<file path="src/rtl/misr_bist_compactor.sv">
// Galois-form multiple-input signature register for BIST response compaction,
// with a run/done/unload state machine, golden compare and serial unload.
module misr_bist_compactor #(
  parameter int unsigned W        = 16,
  parameter logic [W-1:0] POLY    = W'(16'h002D),
  parameter logic [W-1:0] SEED    = W'(1),
  parameter int unsigned PATTERNS = 256
) (
  input  logic         clk,
  input  logic         reset,
  input  logic         start,
  input  logic         in_valid,
  input  logic [W-1:0] in_data,
  input  logic [W-1:0] golden,
  input  logic         unload,
  output logic [W-1:0] sig_out,
  output logic         busy,
  output logic         done,
  output logic         pass,
  output logic         so,
  output logic         so_valid
);

  localparam int unsigned CntW = $clog2(PATTERNS + 1);
  localparam int unsigned BitW = (W > 1) ? $clog2(W) : 1;
  localparam logic [CntW-1:0] LastCnt = CntW'(PATTERNS - 1);
  localparam logic [BitW-1:0] LastBit = BitW'(W - 1);

  typedef enum logic [1:0] {StIdle, StRun, StDone, StUnload} state_e;

  state_e          state_q, state_d;
  logic [W-1:0]    sig_q, sig_d;
  logic [CntW-1:0] cnt_q, cnt_d;
  logic [BitW-1:0] bit_q, bit_d;
  logic [W-1:0]    misr_next;

  assign misr_next = {sig_q[W-2:0], 1'b0} ^ (sig_q[W-1] ? POLY : '0) ^ in_data;

  always_comb begin
    state_d = state_q;
    sig_d   = sig_q;
    cnt_d   = cnt_q;
    bit_d   = bit_q;
    unique case (state_q)
      StIdle: begin
        if (start) begin
          state_d = StRun;
          sig_d   = SEED;
          cnt_d   = '0;
        end
      end
      StRun: begin
        if (in_valid) begin
          sig_d = misr_next;
          cnt_d = cnt_q + 1'b1;
          if (cnt_q == LastCnt) state_d = StDone;
        end
      end
      StDone: begin
        // start takes priority over unload
        if (start) begin
          state_d = StRun;
          sig_d   = SEED;
          cnt_d   = '0;
        end else if (unload) begin
          state_d = StUnload;
          bit_d   = '0;
        end
      end
      StUnload: begin
        // Rotate right so the signature is intact after W shifts
        sig_d = {sig_q[0], sig_q[W-1:1]};
        if (bit_q == LastBit) begin
          state_d = StDone;
          bit_d   = '0;
        end else begin
          bit_d = bit_q + 1'b1;
        end
      end
      default: state_d = StIdle;
    endcase
  end

  always_ff @(posedge clk) begin
    if (reset) begin
      state_q <= StIdle;
      sig_q   <= SEED;
      cnt_q   <= '0;
      bit_q   <= '0;
    end else begin
      state_q <= state_d;
      sig_q   <= sig_d;
      cnt_q   <= cnt_d;
      bit_q   <= bit_d;
    end
  end

  always_comb begin
    sig_out  = sig_q;
    busy     = (state_q == StRun) || (state_q == StUnload);
    done     = (state_q == StDone);
    pass     = done && (sig_q == golden);
    so_valid = (state_q == StUnload);
    so       = so_valid & sig_q[0];
  end

endmodule

</file>
<file path="config.mk">
export PLATFORM = sky130hd
export DESIGN_NAME = misr_bist_compactor
export DESIGN_NICKNAME = d
export VERILOG_FILES = /design/src/rtl/misr_bist_compactor.sv
export SDC_FILE = /design/constraint.sdc
export NUM_CORES = 1
export LEC_CHECK = 0
export ABC_AREA = 0
export ABC_CLOCK_PERIOD_IN_PS = 1500
export BUFFER_PORTS_ARGS = -buffer_cell sky130_fd_sc_hd__buf_4
export CELL_PAD_IN_SITES_DETAIL_PLACEMENT = 1
export CELL_PAD_IN_SITES_GLOBAL_PLACEMENT = 1
export CORE_MARGIN = 2
export CORE_UTILIZATION = 34
export CTS_BUF_LIST = sky130_fd_sc_hd__clkbuf_4
export DETAILED_ROUTE_END_ITERATION = 16
export PLACE_DENSITY = 0.8
export SYNTH_ARGS = -nofsm -noshare
export SYNTH_HDL_FRONTEND = slang
export SYNTH_SLANG_ARGS = --single-unit
export TNS_END_PERCENT = 20
</file>
<file path="constraint.sdc">
create_clock -name clk -period 1.5 [get_ports clk]
set_input_delay 0 -clock clk [delete_from_list [all_inputs] [get_ports clk]]
set_output_delay 0 -clock clk [all_outputs]
set_load 0.02 [all_outputs]
</file>
# Word level (Yosys, flattened, before mapping)
# Index checks and enable logic that the tools add are counted.
# W data, S select, Z words.
[totals]
reg_bits = 31
in_bits = 37
output_inout_bits = 21
[op_classes]
addsub = 2
eq_ne = 14
n_mux = 18
bitwise = 3
reduce_logical = 10
[op_table]
columns = ["operator", "n"]
rows = [
  ["$pmux W16 S3", 1],
  ["$mux W16", 2],
  ["$mux W9", 2],
  ["$pmux W9 S2", 1],
  ["$eq A16 B16 Y1", 1],
  ["$xor A16 B16 Y16", 1],
  ["$xor A16 B6 Y16", 1],
  ["$mux W2", 6],
  ["$mux W4", 3],
  ["$ne A2 B2 Y1 const B", 5],
  ["$add A9 B1 Y9 const B", 1],
  ["$eq A9 B8 Y1 const B", 1],
  ["$pmux W2 S4", 1],
  ["$pmux W4 S2", 1],
  ["$mux W6", 1],
  ["$reduce_and A3 Y1", 2],
  ["$reduce_and A5 Y1", 1],
  ["$add A4 B1 Y4 const B", 1],
  ["$eq A2 B2 Y1 const B", 2],
  ["$eq A4 B4 Y1 const B", 1],
  ["$ne A2 B1 Y1 const B", 2],
  ["$reduce_bool A2 Y1", 2],
  ["$ne A3 B3 Y1 const B", 1],
  ["$eq A2 B1 Y1 const B", 1],
  ["other kinds (6)", 6],
]

# Longest topological paths before layout
# Gate-level depths: netlist of the first run.
[depth]
word_depth = 5
ltp_mapped = 8

# Worst setup path before layout of the first run
# OpenSTA, ideal clock, no wires.
[synth_path]
path_kind = "register to register"
from = "register cnt_q[0]"
to = "register state_q[0]"
setup_ns = 0.070
arrival_ns = 1.470
required_ns = 1.430
setup_slack_ns = -0.040
path_stages_with_launch = 9
period_less_slack_ns = 1.540
path_cell_list = "dfxtp_1 > ha_1 > nand3_1 > nor2_1 > ha_1 > and2_1 > a211oi_1 > or3_1 > a21oi_1"
[synth_via]
elab_chain_cells = 3
[synth_lines]
columns = ["element", "line_no", "source"]
rows = [
  ["from (decl)", "33", "logic [CntW-1:0] cnt_q, cnt_d;"],
  ["from (signal assigned)", "93", "cnt_q <= cnt_d;"],
  ["$eq A9 B8 Y1", "56", "if (cnt_q == LastCnt) state_d = StDone;"],
  ["$ne A2 B2 Y1 (no line)", "--", ""],
  ["$reduce_and A5 Y1 (no line)", "--", ""],
  ["to (signal assigned)", "86", "state_q <= StIdle;"],
  ["to (signal assigned)", "91", "state_q <= state_d;"],
  ["to (decl)", "31", "state_e state_q, state_d;"],
]
# No other way between the ends.
# A chain may end at the register's enable or synchronous reset.

# Worst setup path in the final report of the first run
[layout_path]
from = "register sig_q[6], in the netlist sig_out[6]"
to = "output pass"
[layout_via]
elab_chain_cells = 2
[layout_lines]
columns = ["element", "line_no", "source"]
rows = [
  ["from (decl)", "32", "logic [W-1:0] sig_q, sig_d;"],
  ["from (signal assigned)", "92", "sig_q <= sig_d;"],
  ["$eq A16 B16 Y1", "102", "pass = done && (sig_q == golden);"],
  ["$logic_and A1 B1 Y1", "102", ""],
  ["to (decl)", "19", "output logic pass,"],
]
# No other way between the ends.

==> results of run 1 <==
==> worst max path at each step <==
stage                              from                      end  depth (start not counted)
6_report        sig_out[6]$_SDFFE_PP0P_                     pass                          5
5_1_grt         sig_out[6]$_SDFFE_PP0P_                     pass                          5
4_1_cts        sig_out[14]$_SDFFE_PP0P_                     pass                          5
3_5_place_dp      cnt_q[1]$_SDFFE_PP0P_  state_q[0]$_SDFFE_PP0P_                          8
3_3_place_gp      cnt_q[1]$_SDFFE_PP0P_  state_q[0]$_SDFFE_PP0P_                          8
2_1_floorplan     cnt_q[1]$_SDFFE_PP0P_  state_q[0]$_SDFFE_PP0P_                          8
==> worst reg2reg max path, cell delays in order (launching register included) <==
cell	delay [ns]
dfxtp_2	0.36
ha_4	0.14
nand3_2	0.08
nor2_2	0.09
ha_2	0.16
and2_4	0.14
a211oi_2	0.07
or3_1	0.34
a21oi_2	0.14
==> stage by stage <==
| stage | cells | area (sq um) |
|---|---|---|
| 2_1_floorplan | 226 | 1880 |
| 3_3_place_gp | 362 | 2500 |
| 3_5_place_dp | 362 | 2500 |
| 4_1_cts | 371 | 2640 |
| 5_1_grt | 373 | 2690 |
| 6_report | 373 | 2690 |
==> cell families (layout without fill, tap and decap cells) <==
group / Yosys count / in the layout
mux: 2 / 2
fa+ha+maj: 3 / 3
buf+inv: 17 / 94
compound gates: 55 / 55
simple gates: 77 / 77
flops: 31 / 31
xor+xnor: 41 / 41
==> report_power, final <==
part | switching, uW | internal (uW) | leakage [uW]
registers | 32.7 | 844 | 0.000259
clock network | 277 | 185 | 0.0000276
logic | 223 | 241 | 0.000779
total | 533 | 1270 | 0.00107
==> sequential cells by signal, indices dropped and copies added, names as in the netlist <==
name     cells
bit_q        4
cnt_q        9
sig_out     16
state_q      2
==> repair_timing <==
action,in CTS,in global routing
buffers inserted,2,2
hold endpoints to repair,1,0
pin swaps,8,3
setup endpoints to repair,2,13
gates resized for setup,22,12
hold buffers,1,0
==> layout make-up <==
| type | instances | area share |
|---|---|---|
| Timing Repair Buffer | 85 | 0.244 |
| Multi-Input combinational cell | 178 | 0.461 |
| Sequential cell | 31 | 0.241 |
| Inverter | 3 | 0.00418 |
| Clock buffer | 6 | 0.0167 |
| Tap cell | 70 | 0.0325 |
==> metal layers <==
metal	track usage	routed length, um	up-vias
met5	0	0	-
met4	0.0456	68	0
met3	0.0471	316	8
met2	0.334	2950	47
met1	0.237	2540	899
li1	-	-	934
==> synth_stat cells (4+ instances only) <==
library cell and n:
a21oi_1 9, nand4_1 4, o21ai_1 7, dfxtp_1 31, nor2_1 28, xor2_1 4, a211oi_1 4, clkbuf_1 6
nand3_1 4, xnor2_1 37, nor2b_1 4, nor3_1 4, a22oi_1 14, nand2_1 18, o21ai_0 14
==> out/results.ini, run 1 <==
[cts]
clock-root-buffer=clkbuf_4
cts_buffer_depth=2
htreeDepth=2
cts_sinks=31
numCtsBuffers=5
clk_latency_ns=0.33
clkTransAtPathRegs_ns=0.09
cts_tree=done

[sta]
finClkSkew_ns=0.00953
finalSetupTns_ns=-0.174
max_freq_mhz=622
finalSetupViolations=2
rsz0062_at_grt=true
slew_violations=0
layout_min_cycle_time_ns=1.61
slew_headroom=0.785
timing.hold.ws_ns=0.0378
worst_slew_pin_slew_ns=0.320
period_share=1.07
setup_ws_ns=-0.108
hold_viol_final=0

[route]
route.detailed.drc=0
drt_wl_total_mm=5.87
drtIter0Drc=78
wl_per_cell_um=15.7
drt-pass1-iter-count=4
antenna_left=0
via_per_inst=5.06
vias=1888

[placement]
dp_worst_setup_slack_ns=-0.0756
port_buffers=57
dp_hpwl_mm=4.34
gp_congestion=0.825

[logic_synthesis]
synth_xor_area_frac=0.192
synth_nets=266
ys_seq_area_frac=0.332
synth_area_sq_um=1870
synthFlopType=dfxtp_1
synthMuxAreaShare=0.0107
synth-compound-area-share=0.187
synth_top_area_frac=0.332
async_flop_share=0
yosys_register_bits=31
synthSimpleGateAreaFrac=0.208
synth.largest_area_cell=dfxtp_1
synth.area.top_cells=dfxtp_1 33%, xnor2_1 17%, a22oi_1 5.6%
synthCells=226
yosys_warnings=0
synth_edf_count=0
synth_top_family_by_area=simple AND/OR/NAND/NOR gates
synth_area_per_cell_sq_um=8.27
synth_cell_types=38
synthAdderAreaFrac=0.0201

[finish]
multiInputGateArea_sq_um=1240
area.growth.synth_to_final_pct=44.0
post_route_cells_drive_above_1_share=0.419
layout_common_cells=82 x buf_4, 31 x xnor2_1, 27 x nor2_1
fin_util=0.517
register_area_sq_um=649
num-fill-cells=630
final_common_cell=buf_4
fin_nets=344
n_antenna_cell=0

[hold_path]
hold_path_depth=2
whs_endpoint=cnt_q[1]$_SDFFE_PP0P_
holdCritPathClass=primary input to flip-flop
hp-start=reset

[power]
p_leak_uw=0.00107
ir_drop_mv=0.370
power_density_nw_per_um2=670
finalPower_uw=1800

[die]
die_area_sq_um=6110
pin_count=58
die-width_um=78.1
rows=26
die_y_um=78.1
start_util=0.359
core-area_sq_um=5200

[global_route]
grt.overflow.total=0
grt_pass1_wl_mm=9.29
grt_max_degree=27
grt_pass1_vias=1950
grtUsageTotal=0.191
antenna_found_initial=0

[run_status]
outcome=finished, violations left
violations=setup timing

[setup_path]
r2r-end=state_q[0]$_SDFFE_PP0P_
path_cells=xnor2_1 -> nand3_1 -> nor4_1 -> and3_1 -> buf_6
crit_buf_inv=1
crit_required_ns=1.50
r2r_cells=8
critical_path.reg2reg.startpoint=cnt_q[1]$_SDFFE_PP0P_
crit_path_end_kind=output port
critPathSlowestCell=dfxtp_1
cp-start-kind=flip-flop
path_max_fanout=2
crit_family=simple AND/OR/NAND/NOR gates
worstPathArrival_ns=1.61
worstSetupPathType=flip-flop to output port
rrSetupSlack_ns=-0.07
max_stage_delay_ns=0.34

[run]
maxCapViolations=0

Power figures use the tool's default switching activity.
==> run 2, diff against run 1 <==
- PLACE_DENSITY: 0.8 -> 0.74
==> run 2 against run 1 <==
Effect of this change: the run still ends with setup timing left; critical path depth did not move; via count is 1.3% lower; setup slack worse by 0.077 ns; global-route usage grew 0.25 points; first-iteration DRC count shrank 7.7%; cell count rose by 2.1%; non-clock buffer count up 6; largest cell class unchanged.
==> out/results.ini, run 2 (synthesis results as in run 1) <==
[power]
power_density_nw_per_um2=662  ; -1.1%
power_frac_seq=0.481  ; -0.005
sw_frac_of_total=0.290  ; -0.00584
power_frac_comb=0.260  ; +0.002
ir_drop_mv=0.405  ; +9.5%
finalPower_uw=1810  ; +0.14%
p_sw_uw=523  ; -1.8%
clkPwrFrac=0.259  ; +0.003
p_leak_uw=0.00109  ; +2.7%
intPower_uw=1280  ; +0.97%

[run_status]
violations=setup timing
outcome=finished, violations left

[setup_path]
worstSetupPathType=flip-flop to output port
crit_required_ns=1.50  ; about the same
path_max_fanout=2  ; unchanged
cp-start-kind=flip-flop
r2r_cells=8  ; unchanged
critical_path.reg2reg.startpoint=cnt_q[1]$_SDFFE_PP0P_
crit_path_end_kind=output port
worstPathArrival_ns=1.69  ; +0.08 ns
crit_start=sig_out[5]$_SDFFE_PP0P_

[route]
drtIter0Drc=72  ; -7.7%
vias=1864  ; -1.3%
wl_per_cell_um=15.0  ; -5.1%
drt_wl_total_mm=5.70  ; -3.0%
drt-pass1-iter-count=4  ; unchanged
antenna_left=0  ; unchanged
route.detailed.drc=0  ; unchanged
via_per_inst=4.89  ; -3.3%

[cts]
numCtsBuffers=5  ; unchanged
htreeDepth=2  ; unchanged
cts_buffer_depth=2  ; unchanged
clock-root-buffer=clkbuf_4
clk_latency_ns=0.32  ; about the same
clkTransAtPathRegs_ns=0.10  ; about the same
cts_sinks=31  ; unchanged
cts_tree=done

[die]
core-area_sq_um=5200  ; unchanged
die_area_sq_um=6110  ; unchanged
die-width_um=78.1  ; unchanged
rows=26  ; unchanged
pin_count=58  ; unchanged
die_y_um=78.1  ; unchanged
start_util=0.359  ; unchanged

[sta]
period_share=1.12  ; +0.0512
layout_min_cycle_time_ns=1.69  ; +0.0768 ns
worst_slew_pin_slew_ns=0.302  ; -0.0185 ns
slew_violations=0  ; unchanged
setup_ws_ns=-0.185  ; -0.0768 ns
rsz0062_at_grt=true
finClkSkew_ns=0.0115  ; +0.00200 ns
hold_viol_final=0  ; unchanged
slew_headroom=0.798  ; +0.0124
max_freq_mhz=593  ; -4.6%
finalSetupViolations=2  ; unchanged
timing.hold.ws_ns=0.0451  ; +0.00726 ns

[finish]
layout_common_cells=87 x buf_4, 31 x xnor2_1, 28 x nor2_1
fin_util=0.524  ; +0.00673
largest_reg_flops=16  ; unchanged
fin_nets=350  ; +1.7%
stdcell_area_sq_um=2730  ; +1.3%
multiInputGateArea_sq_um=1230  ; -0.91%
area.growth.synth_to_final_pct=45.8
post_route_cells_drive_above_1_share=0.392  ; -0.0269
num-fill-cells=655  ; +4.0%
final_common_cell=buf_4
n_antenna_cell=0  ; unchanged
register_area_sq_um=639  ; -1.5%

[global_route]
grt_max_degree=30  ; +11%
grt.overflow.total=0  ; unchanged
antenna_found_initial=0  ; unchanged
grt_pass1_vias=2001  ; +2.6%
grt_pass1_wl_mm=9.47  ; +1.9%
grtUsageTotal=0.194  ; +0.00253

[placement]
dp_hpwl_mm=4.32  ; -0.47%
dp_worst_setup_slack_ns=-0.0718  ; +0.00381 ns
gp_congestion=0.798  ; -3.3%
port_buffers=57  ; unchanged
placed_area_sq_um=2560  ; +2.4%

[hold_path]
hp-start=reset
hold_path_depth=2  ; unchanged
holdCritPathClass=primary input to flip-flop

[run]
maxCapViolations=0  ; unchanged

==> run 2: cell count changes in the layout (fill, tap and decap cells not counted), sizes merged <==
| cell | change |
|---|---|
| buf | +6 |
| clkinv | +2 |
==> run 2: cell type report <==
class                           count  share of cell area
Inverter                            3             0.00413
Timing Repair Buffer               91               0.259
Clock buffer                        6              0.0165
Multi-Input combinational cell    178               0.451
Sequential cell                    31               0.235
Clock inverter                      2             0.00275
Tap cell                           70              0.0321
==> run 2: what timing repair did <==
| item | in CTS | in global routing |
|---|---|---|
| resized for setup | 9 | 13 |
| endpoints found under the setup margin | 8 | 8 |
| hold endpoints to repair | 1 | 0 |
| hold buffers | 1 | 0 |
| setup buffers | 1 | 1 |
| gates cloned | 0 | 0 |
| pin swaps | 5 | 7 |
==> run 2: routing by layer <==
layer,vias up,share of wire,wire [um],global-route usage
met5,-,0,0,0
met4,0,0.0074,42,0.0614
met3,4,0.039,224,0.0379
met2,40,0.49,2790,0.329
met1,872,0.46,2640,0.247
li1,948,-,-,-
==> run 2: critical path, stage by stage, from the launching register on <==
cell and delay (ns):
dfxtp_2 0.34, xnor2_1 0.15, nand4_1 0.18, nor4_2 0.33, and3_4 0.25, buf_6 0.11
==> run 2: per-stage QoR <==
step	setup TNS (ns)	std cells
after floorplan	0	226
final	-0.232	381
after detailed placement	-0.0883	370
after global placement	-0.00927	370
after CTS	-0.199	380
after global routing	-0.427	381
==> run 2: power by group through the flow <==
stage | combinational, uW | clock [uW] | sequential (uW)
after floorplan | 220 | 0 | 914
after global placement | 444 | 0 | 889
after detailed placement | 453 | 0 | 889
after CTS | 461 | 492 | 869
after global routing | 514 | 534 | 872
final | 470 | 467 | 868
==> run 2: final timing paths <==
check,end,slack [ns]
setup / recovery,pass,-0.19
hold / removal,sig_out[4]$_SDFFE_PP0P_,0.05
setup reg to reg,state_q[0]$_SDFFE_PP0P_,-0.05
hold reg to reg,cnt_q[8]$_SDFFE_PP0P_,0.50
==> run 3, diff against run 2 <==
- PLACE_DENSITY: 0.74 -> default
- PLACE_DENSITY_LB_ADDON: default -> 0.1
==> run 3 against run 2 <==
Effect of this change: the run still ends with setup timing left; cell count decreased by 0.79%; clock power increased by 37%; non-clock buffer count decreased by 3; clock skew about the same; power increased by 8.9%; sequential share of layout area increased by 0.18 points; largest cell class unchanged; hold slack got worse by 0.018 ns; register-to-register slack got worse by 0.02 ns; clock-buffer cell count decreased by 1; sequential cell count unchanged; cell area decreased by 0.96%; critical path depth unchanged.
==> out/results.ini, run 3 (synthesis results as in run 1) <==
[global_route]
grt.overflow.total=0  ; unchanged
grt_pass1_vias=1925  ; -3.8%
grt_max_degree=28  ; -6.7%
grtUsageTotal=0.198  ; +0.00421
antenna_found_initial=0  ; unchanged
grt_pass1_wl_mm=9.55  ; +0.80%

[finish]
n_antenna_cell=0  ; unchanged
multiInputGateArea_sq_um=1220  ; -0.81%
layout_common_cells=86 x buf_4, 34 x xnor2_1, 27 x nor2_1
num-fill-cells=645  ; -1.5%
post_route_cells_drive_above_1_share=0.399  ; +0.00707
register_area_sq_um=638  ; -0.20%
area.growth.synth_to_final_pct=44.4
final_common_cell=buf_4
fin_cells=378  ; -0.79%
fin_nets=347  ; -0.86%
largest_reg_flops=16  ; unchanged

[sta]
slew_violations=0  ; unchanged
setup_ws_ns=-0.0686  ; +0.117 ns
finalSetupTns_ns=-0.137  ; +0.0949 ns
worst_slew_pin_slew_ns=0.306  ; +0.00424 ns
hold_viol_final=0  ; unchanged
finalSetupViolations=2  ; unchanged
slew_headroom=0.795  ; -0.00285
timing.hold.ws_ns=0.0274  ; -0.0177 ns
max_freq_mhz=638  ; +7.4%
layout_min_cycle_time_ns=1.57  ; -0.117 ns
finClkSkew_ns=0.0114  ; -0.000143 ns
rsz0062_at_grt=true
period_share=1.05  ; -0.0778

[die]
pin_count=58  ; unchanged
rows=26  ; unchanged
start_util=0.359  ; unchanged
core-area_sq_um=5200  ; unchanged
die_area_sq_um=6110  ; unchanged
die_y_um=78.1  ; unchanged
die-width_um=78.1  ; unchanged

[cts]
clkTransAtPathRegs_ns=0.11  ; about the same
cts_buffer_depth=2  ; unchanged
htreeDepth=2  ; unchanged
clock-root-buffer=clkbuf_4
clk_latency_ns=0.33  ; about the same
cts_sinks=31  ; unchanged
cts_tree=done
numCtsBuffers=5  ; unchanged

[power]
finalPower_uw=1970  ; +8.9%
ir_drop_mv=0.314  ; -22%
power_density_nw_per_um2=728  ; +10%
p_leak_uw=0.00107  ; -1.9%

[placement]
dp_hpwl_mm=4.20  ; -2.7%
gp_congestion=0.776  ; -2.7%
place_inst=368  ; -0.54%
port_buffers=57  ; unchanged

[setup_path]
worstSetupPathType=flip-flop to output port
crit_path_end_kind=output port
cp-start-kind=flip-flop
crit_required_ns=1.50  ; about the same
rrSetupSlack_ns=-0.07  ; -0.02 ns
path_max_fanout=3  ; +1
worstPathArrival_ns=1.57  ; -0.12 ns

[route]
drtIter0Drc=54  ; -25%
drt_wl_total_mm=5.57  ; -2.2%
route.detailed.drc=0  ; unchanged
antenna_left=0  ; unchanged
drt-pass1-iter-count=4  ; unchanged
via_per_inst=4.90  ; +0.14%
vias=1852  ; -0.64%
wl_per_cell_um=14.7  ; -1.4%

[hold_path]
holdCritPathClass=primary input to flip-flop

[run_status]
outcome=finished, violations left
violations=setup timing

[run]
maxCapViolations=0  ; unchanged

==> run 3: cell count changes in the layout (fill, tap and decap cells not counted), moves of 2 or more <==
| cell | change |
|---|---|
| dfxtp_4 | -2 |
| dfxtp_1 | -3 |
| xnor2_1 | +3 |
| dfxtp_2 | +5 |
| xnor2_2 | -3 |
==> run 3: layer usage <==
layer / track usage / share of wire
met1: 0.254 / 0.46
met3: 0.0437 / 0.037
met4: 0.0579 / 0.014
met5: 0 / 0
met2: 0.333 / 0.49
==> run 3: power breakdown <==
part / internal (uW) / switching, uW
registers: 846 / 28.4
clock network: 343 / 299
logic: 236 / 215
==> run 3: final cells by class <==
type / instances / share of cell area
clock buffer: 5 / 0.0139
clock inverter: 3 / 0.0144
inverter: 3 / 0.00417
multi-input combinational: 178 / 0.452
sequential: 31 / 0.236
tap: 70 / 0.0324
timing repair buffer: 88 / 0.247
==> run 3: what timing repair did <==
| action | 4_1_cts | 5_1_grt |
|---|---|---|
| resized for setup | 13 | 10 |
| hold buffers | 1 | 0 |
| hold endpoints to repair | 1 | 0 |
| pin swaps | 1 | 4 |
| buffers inserted | 1 | 0 |
| endpoints found under the setup margin | 11 | 6 |
==> run 3: per-stage QoR <==
stage / setup WS [ns] / instance area [sq um] / utilization
global placement: -0.0298 / 2530 / 0.487
detailed placement: -0.0647 / 2530 / 0.487
global route: -0.208 / 2700 / 0.519
CTS: -0.0923 / 2670 / 0.513
finish: -0.0686 / 2700 / 0.519
floorplan: 0.0325 / 1880 / -
==> run 3: worst max-delay path: stages (launching register included) <==
cell     delay (ns)
dfxtp_2        0.35
xnor2_1        0.17
nand4_1        0.13
nor4_2         0.27
and3_1         0.18
buf_4          0.14
==> run 3: final timing paths <==
path	start	endpoint	depth (start not counted)
max	sig_out[15]$_SDFFE_PP0P_	pass	5
min reg2reg	bit_q[3]$_SDFFE_PP0P_	bit_q[3]$_SDFFE_PP0P_	2
max reg2reg	cnt_q[1]$_SDFFE_PP0P_	state_q[0]$_SDFFE_PP0P_	8
min	reset	bit_q[0]$_SDFFE_PP0P_	2
